File: src/rtl/traffic_phase_scheduler.sv
// Two-approach traffic light scheduler with a pedestrian walk phase.
// Approach A and B alternate green; each change of right-of-way passes
// through yellow and an all-red clearance, and a latched pedestrian
// request inserts a walk phase after the all-red interval.
module traffic_phase_scheduler #(
    parameter int MIN_GREEN = 4,
    parameter int MAX_GREEN = 10,
    parameter int YELLOW_T  = 2,
    parameter int ALLRED_T  = 1,
    parameter int WALK_T    = 3
) (
    input  logic       clk,
    input  logic       reset,
    input  logic       traffic_A,
    input  logic       traffic_B,
    input  logic       ped_req,
    output logic [1:0] LA,
    output logic [1:0] LB,
    output logic       walk,
    output logic [2:0] phase,
    output logic       ped_pend
);

    localparam logic [2:0] A_GREEN = 3'd0;
    localparam logic [2:0] A_YEL   = 3'd1;
    localparam logic [2:0] RED_AB  = 3'd2;
    localparam logic [2:0] B_GREEN = 3'd3;
    localparam logic [2:0] B_YEL   = 3'd4;
    localparam logic [2:0] RED_BA  = 3'd5;
    localparam logic [2:0] WALK_AB = 3'd6;
    localparam logic [2:0] WALK_BA = 3'd7;

    localparam logic [1:0] LIGHT_GREEN  = 2'b00;
    localparam logic [1:0] LIGHT_YELLOW = 2'b01;
    localparam logic [1:0] LIGHT_RED    = 2'b10;

    // Dwell thresholds expressed as the last counter value of each interval.
    localparam logic [7:0] MIN_LAST    = 8'(MIN_GREEN - 1);
    localparam logic [7:0] MAX_LAST    = 8'(MAX_GREEN - 1);
    localparam logic [7:0] YELLOW_LAST = 8'(YELLOW_T - 1);
    localparam logic [7:0] ALLRED_LAST = 8'(ALLRED_T - 1);
    localparam logic [7:0] WALK_LAST   = 8'(WALK_T - 1);

    // Out-of-range timing parameters would make the dwell counter unable to
    // reach its exit value, so refuse to elaborate with them.
    if (MIN_GREEN < 1 || MIN_GREEN > MAX_GREEN || MAX_GREEN > 255 ||
        YELLOW_T < 1 || YELLOW_T > 255 ||
        ALLRED_T < 1 || ALLRED_T > 255 ||
        WALK_T < 1 || WALK_T > 255) begin : g_bad_params
        $error("traffic_phase_scheduler: illegal timing parameters");
    end

    logic [2:0] state_q, state_d;
    logic [7:0] cnt_q, cnt_d;
    logic       ped_pend_q, ped_pend_d;
    logic       a_green_done;
    logic       b_green_done;

    // Green exit: minimum served, cross demand present, and either own
    // approach empty or the maximum green reached.
    always_comb begin
        a_green_done = (cnt_q >= MIN_LAST) && (traffic_B || ped_pend_q) &&
                       (!traffic_A || (cnt_q >= MAX_LAST));
        b_green_done = (cnt_q >= MIN_LAST) && (traffic_A || ped_pend_q) &&
                       (!traffic_B || (cnt_q >= MAX_LAST));
    end

    // Next-state selection for the phase sequence.
    always_comb begin
        state_d = state_q;
        case (state_q)
            A_GREEN: if (a_green_done) state_d = A_YEL;
            A_YEL:   if (cnt_q == YELLOW_LAST) state_d = RED_AB;
            RED_AB:  if (cnt_q == ALLRED_LAST) state_d = ped_pend_q ? WALK_AB : B_GREEN;
            B_GREEN: if (b_green_done) state_d = B_YEL;
            B_YEL:   if (cnt_q == YELLOW_LAST) state_d = RED_BA;
            RED_BA:  if (cnt_q == ALLRED_LAST) state_d = ped_pend_q ? WALK_BA : A_GREEN;
            WALK_AB: if (cnt_q == WALK_LAST) state_d = B_GREEN;
            WALK_BA: if (cnt_q == WALK_LAST) state_d = A_GREEN;
            default: state_d = RED_BA;
        endcase
    end

    // Dwell counter restarts on every phase change and saturates at 255 so a
    // long idle green never wraps back into the minimum-green window.
    always_comb begin
        if (state_d != state_q) begin
            cnt_d = 8'd0;
        end else if (cnt_q == 8'hFF) begin
            cnt_d = cnt_q;
        end else begin
            cnt_d = cnt_q + 8'd1;
        end
    end

    // Pedestrian latch: being in or entering a walk phase serves the request
    // and swallows any press made meanwhile; otherwise presses accumulate.
    always_comb begin
        if (state_d == WALK_AB || state_d == WALK_BA) begin
            ped_pend_d = 1'b0;
        end else begin
            ped_pend_d = ped_pend_q || ped_req;
        end
    end

    // State registers with synchronous reset into the B-to-A all-red phase.
    always_ff @(posedge clk) begin
        if (reset) begin
            state_q    <= RED_BA;
            cnt_q      <= 8'd0;
            ped_pend_q <= 1'b0;
        end else begin
            state_q    <= state_d;
            cnt_q      <= cnt_d;
            ped_pend_q <= ped_pend_d;
        end
    end

    // Moore output decode straight from the phase register.
    always_comb begin
        LA   = LIGHT_RED;
        LB   = LIGHT_RED;
        walk = 1'b0;
        case (state_q)
            A_GREEN: LA = LIGHT_GREEN;
            A_YEL:   LA = LIGHT_YELLOW;
            B_GREEN: LB = LIGHT_GREEN;
            B_YEL:   LB = LIGHT_YELLOW;
            WALK_AB: walk = 1'b1;
            WALK_BA: walk = 1'b1;
            default: ;
        endcase
        phase    = state_q;
        ped_pend = ped_pend_q;
    end

endmodule

File: config.mk
export PLATFORM = sky130hd
export DESIGN_NAME = traffic_phase_scheduler
export DESIGN_NICKNAME = d
export VERILOG_FILES = /design/src/rtl/traffic_phase_scheduler.sv
export SDC_FILE = /design/constraint.sdc
export NUM_CORES = 1
export LEC_CHECK = 0
export CORE_MARGIN = 3
export CORE_UTILIZATION = 50
export CTS_BUF_LIST = sky130_fd_sc_hd__clkbuf_4
export DETAILED_ROUTE_END_ITERATION = 6
export GPL_TIMING_DRIVEN = 1
export HOLD_SLACK_MARGIN = 0.06
export PLACE_DENSITY = 0.74
export REMOVE_ABC_BUFFERS = 1
export SLEW_MARGIN = 10
export SYNTH_ARGS = -nofsm -noshare
export SYNTH_HDL_FRONTEND = slang
export SYNTH_SLANG_ARGS = --single-unit
export TNS_END_PERCENT = 30
File: constraint.sdc
create_clock -name clk -period 4.2 [get_ports clk]
set_input_delay 0.84 -clock clk [delete_from_list [all_inputs] [get_ports clk]]
set_output_delay 0.84 -clock clk [all_outputs]
set_load 0.1 [all_outputs]
# --- After elaboration in Yosys (flattened, before gate mapping) ---
# Cells that the tools add are included.
word_totals:
  regBits: 12
  out_inout_bits: 9
  word_cells: 50
  inputBits: 5
op_classes:
  n_eq_ne: 13
  n_addsub: 1
  reduce_logical: 17
  magnitude_cmp: 2
  muxes: 14
op_table:
  columns: ["cell", "n"]
  rows:
  - ["2-to-1 mux 3 bit", 10]
  - ["one-hot mux 3 bit (8 select lines)", 1]
  - ["equality test 3 bit, second input constant", 6]
  - ["adder 8 x 1 -> 8 bit, second input constant", 1]
  - ["equality test 8 x 1 -> 1 bit, second input constant", 1]
  - ["equality test 8 x 2 -> 1 bit, second input constant", 1]
  - ["equality test 8 bit, second input constant", 1]
  - [">= comparator 8 x 2 -> 1 bit, second input constant", 1]
  - [">= comparator 8 x 4 -> 1 bit, second input constant", 1]
  - ["zero test 8 bit", 1]
  - ["one-hot mux 2 bit (2 select lines)", 2]
  - ["equality test 3 x 2 -> 1 bit, second input constant", 2]
  - ["logical OR 1 bit", 6]
  - ["OR reduction 2 bit", 3]
  - ["logical AND 1 bit", 4]
  - ["equality test 3 x 1 -> 1 bit, second input constant", 1]
  - ["zero test 3 bit", 1]
  - ["!= test 3 bit", 1]
  - ["zero test 1 bit", 2]
  - ["2-to-1 mux 1 bit", 1]

# --- Depth between registers and ports, before layout ---
logic_depth:
  ltp_word: 8
  ltp_mapped: 8
  depth_no_buf: 7

# --- Worst setup path after synthesis ---
# Ideal clock, no wire load.
synth_path:
  path_kind: "register -> output"
  startpoint: "register state_q[2] (netlist: phase[2])"
  endpoint: "output port LB[1]"
  required_time_ps: 3360
  path_stages_with_launch: 4
  arrival_time_ps: 4633
  n_path_buf: 0
  path_slack_ps: -1273
  cell_sequence: "dfxtp_1 > inv_1 > nor3_1 > nor2_1"
synth_between:
  elab_chain_cells: 2
  elab_cells_between_ends: 3
  cone_classes: "2 x eq/ne; 1 x mux"
synth_rtl:
  columns: ["item", "line", "source"]
  rows:
  - ["start, declared", "53", "logic [2:0] state_q, state_d;"]
  - ["start signal, assigned", "113", "state_q <= state_d;"]
  - ["equality test 3 bit or equality test 3 x 2 -> 1 bit (tied branches)", "124", "case (state_q)"]
  - ["one-hot mux 2 bit (2 select lines) *", "124", null]
  - ["end, declared", "18", "output logic [1:0] LB,"]
# Mark *: on every way between the ends. The rest lies on a longest branch, timed or not.

# --- Worst setup path in the final report ---
layout_path:
  startpoint: "register state_q[2] (netlist: phase[2])"
  endpoint: "output port LB[0]"
# Same word-level chain as after synthesis.

==> impl_summary.log <==
INFO  metric status = completed
INFO  metric grt_max_degree = 18
INFO  metric cts_hold_buffers = 0
INFO  metric fp.dieW = 49.84 um
INFO  metric sequential_to_total_area_share_from_yosys_stat = 0.2500
INFO  metric final_nets = 141
INFO  metric crit_type = flop to primary output
INFO  metric adder_cell_fraction_of_synth_area = 0.06510
INFO  metric area_delta_synth_final = 15.76%
INFO  metric setup_viol = 0
INFO  metric cts.htree.levels = 1
INFO  metric ff2ff_setup_slack = 1.73 ns
INFO  metric tritoncts = built
INFO  metric rsz0062_at_grt = false
INFO  metric initialDrtViolationCount = 33
INFO  metric ant_nets = 0
INFO  metric dieArea = 2484 sq um
INFO  metric grt_first_pass_wirelength = 3795 um
INFO  metric postCtsSetupRepairBufs = 0
INFO  metric setup.worst_path.end_class = primary output
INFO  metric synthCells = 120
INFO  metric die_h = 49.84 um
INFO  metric antenna_violations_before_repair = 0
INFO  metric fin_worst_skew = 0.01247 ns
INFO  metric required = 3.36 ns
INFO  metric placed_cells = 151
INFO  metric dpl-instance-area = 1086 sq um
INFO  metric synthDistinctLibCells = 44
INFO  metric ios = 14
INFO  metric cts.path.max_buffers = 2
INFO  metric cts.sink_count = 12
INFO  metric postSynthAreaPerCell = 8.008 sq um
INFO  metric combinational_family_with_the_most_area_after_synthesis = simple AND/OR/NAND/NOR gates
INFO  metric synth_area_leaders = dfxtp_1 25%, ha_1 6.5%, nor3_1 4.7%
INFO  metric buffer_ports.inserted = 13
INFO  metric drt_pass1_iterations = 4
INFO  metric cts_resized = 0
INFO  metric cts.clk_slew.worst_paths = 0.09 ns
INFO  metric report.final.hold_viol_count = 0
INFO  metric grt_overflow_total = 0
INFO  metric synth_simple_gate_area_share = 0.3854
INFO  metric synth-warning-count = 0
INFO  metric fillerInstances = 166
INFO  metric gpl_congestion = 0.9103
INFO  metric finalWorstPathRequiredPeriod = 3.310 ns
INFO  metric core = 1764 sq um
INFO  metric timing.critical_path.cells = inv_1 -> nor3_1 -> clkdlybuf4s50_1
INFO  metric avgViaCountPerCell = 6.103
INFO  metric r2r-start = cnt_q[1]
INFO  metric yosysTopAreaCell = dfxtp_1
INFO  metric number_of_slew_limit_violations_in_the_final_report = 0
INFO  metric finalCritPeriodShare = 0.7881
INFO  metric synth.cell_area = 960.9 sq um
INFO  metric xor_xnor_share_of_the_synthesized_area = 0.02734
INFO  metric layout-drive-gt1-share = 0.09231
INFO  metric setup.worst_path.start = phase[2]
INFO  metric crit_arrival = 2.47 ns
INFO  metric reg2regPathDepth = 7
INFO  metric synth_compound_gate_area_share = 0.1888
INFO  metric worst_path_largest_cell_delay = 1.17 ns
INFO  metric synth-seq-cells = 12
INFO  metric fmax = 302.1 MHz
INFO  metric relSlewSlack = 0.3555
INFO  metric holdCritPathClass = flop to flop
INFO  metric worst-slew-pin-transition = 0.9638 ns
INFO  metric finalWirelength = 2294 um
INFO  metric std_cell_rows = 15
INFO  metric dr_total_vias = 946
INFO  metric finalNonFillerCells = 155
INFO  metric remaining_drc_errors = 0
INFO  metric regToRegEndpoint = cnt_q[6]
INFO  metric timing.hold.worst.start = cnt_q[5]
INFO  metric startpoint_type = flop
INFO  metric final_cell_area = 1112 sq um
INFO  metric cts_buffers = 3
INFO  metric critical_path_peak_fanout = 17
INFO  metric worstSkewPairLatency = 0.27 ns
INFO  metric grt_pass1_vias = 826
INFO  metric floorplan.initialDensity = 0.5447
INFO  metric crit_slowest_cell = clkdlybuf4s50_1
INFO  metric muxShareOfSynthArea = 0.02214
INFO  metric grt.total_usage = 0.1951
INFO  metric synth_top_area_frac = 0.2500
INFO  metric root_buffer = clkbuf_4
INFO  metric cap_viol_max_count = 0
INFO  metric total_inserted_antenna_cells = 0
INFO  metric place.detailed.hpwl = 1676 um
INFO  metric holdWs = 0.6311 ns
INFO  metric crit_path_end = LB[0]
INFO  metric routedWlPerCell = 14.80 um
## layer usage
layer,vias to the layer above,track usage,wire (um)
li1,471,-,-
met1,433,0.2679,1089
met2,38,0.2952,1011
met3,4,0.05438,167
met4,0,0.05530,26
met5,-,0,0
## cells by family (layout without fill, tap and decap cells)
logic type,Yosys count,after routing
XOR/XNOR,3,3
multiplexers,2,2
adder cells (fa/ha/maj),5,5
AND/OR/NAND/NOR,61,61
buffers and inverters,13,23
AO/OA/AOI/OAI,24,24
flip-flops,12,12
## worst min path at each step
| stage | depth (start not counted) | to | slack [ns] |
|---|---|---|---|
| finish | 2 | cnt_q[5] | 0.63 |
| floorplan | 2 | cnt_q[5] | 0.57 |
| CTS | 2 | ped_pend | 0.64 |
| global placement | 2 | cnt_q[5] | 0.59 |
| global route | 2 | cnt_q[5] | 0.65 |
| detailed placement | 2 | cnt_q[5] | 0.62 |
## stage by stage
stage | TNS [ns] | setup slack, ns | utilization
4_1_cts | 0 | 0.9087 | 0.6305
5_1_grt | 0 | 0.7951 | 0.6305
3_3_place_gp | 0 | 1.250 | 0.6156
6_report | 0 | 0.8898 | 0.6305
3_5_place_dp | 0 | 1.209 | 0.6156
2_1_floorplan | -1.551 | -1.425 | -
## cells in the final DEF (no fill, tap or decap), types with 2 or more instances in the layout
| cell | netlist | routed |
|---|---|---|
| and3_1 | 3 | 3 |
| nand4_1 | 5 | 5 |
| nor2b_1 | 4 | 4 |
| o21ai_0 | 3 | 3 |
| nor2_1 | 12 | 12 |
| a31oi_1 | 5 | 5 |
| and3b_1 | 3 | 3 |
| nor3_1 | 9 | 9 |
| a21oi_1 | 3 | 3 |
| ha_1 | 5 | 5 |
| clkdlybuf4s50_1 | 0 | 13 |
| clkbuf_4 | 0 | 3 |
| dfxtp_1 | 12 | 12 |
| inv_1 | 6 | 6 |
| nor4bb_1 | 2 | 2 |
| nor4_1 | 2 | 2 |
| nand3_1 | 3 | 3 |
| or3_1 | 2 | 2 |
| nand2_1 | 7 | 7 |
| xnor2_1 | 2 | 2 |
| nor4_2 | 2 | 2 |
| a211oi_1 | 2 | 2 |
## layout make-up
cell class	instances	area, sq um	share of cell area
Timing Repair Buffer	13	130.1	0.1170
Clock inverter	1	3.754	0.003375
Sequential cell	12	240.2	0.2160
Inverter	6	22.52	0.02025
Tap cell	25	31.28	0.02812
Clock buffer	3	22.52	0.02025
Multi-Input combinational cell	95	661.9	0.5950
## critical path, delay by kind of cell, from the launching register on
kind	cells	cell delay, ns
AND/OR/NAND/NOR	1	0.25
flip-flops	1	0.64
buffers and inverters	2	1.31
## sequential cells by signal (all words and copies together) (netlist names)
register / flops
cnt_q: 8
phase: 3
ped_pend: 1
## synth_stat cells
cell type / count
o31ai_2: 1
or3_1: 2
a31oi_1: 5
clkbuf_1: 4
nor4_4: 1
nand3_1: 3
dfxtp_1: 12
nand2_1: 7
a32oi_1: 1
a21o_1: 1
nor3_1: 9
o211ai_1: 1
and3_1: 3
a211o_2: 1
a2111o_1: 1
nor4_1: 2
nor3b_1: 1
o221ai_1: 1
o21a_1: 1
xnor2_1: 2
and3b_1: 3
nand2b_1: 1
o21ai_0: 3
buf_6: 1
nor4_2: 2
mux2_2: 1
nor2_1: 12
and2_1: 1
or2_2: 1
and4_1: 1
a2111oi_0: 1
inv_1: 6
nor2b_1: 4
mux2i_1: 1
ha_1: 5
buf_2: 2
a221o_1: 1
nor4bb_1: 2
xor2_1: 1
nand4_1: 5
a211oi_2: 1
a21oi_1: 3
a211oi_1: 2
and4b_2: 1
Power is left out: the tool's default activity adds up to more than one toggle a clock period on the data nets, which glitch-free logic cannot reach.
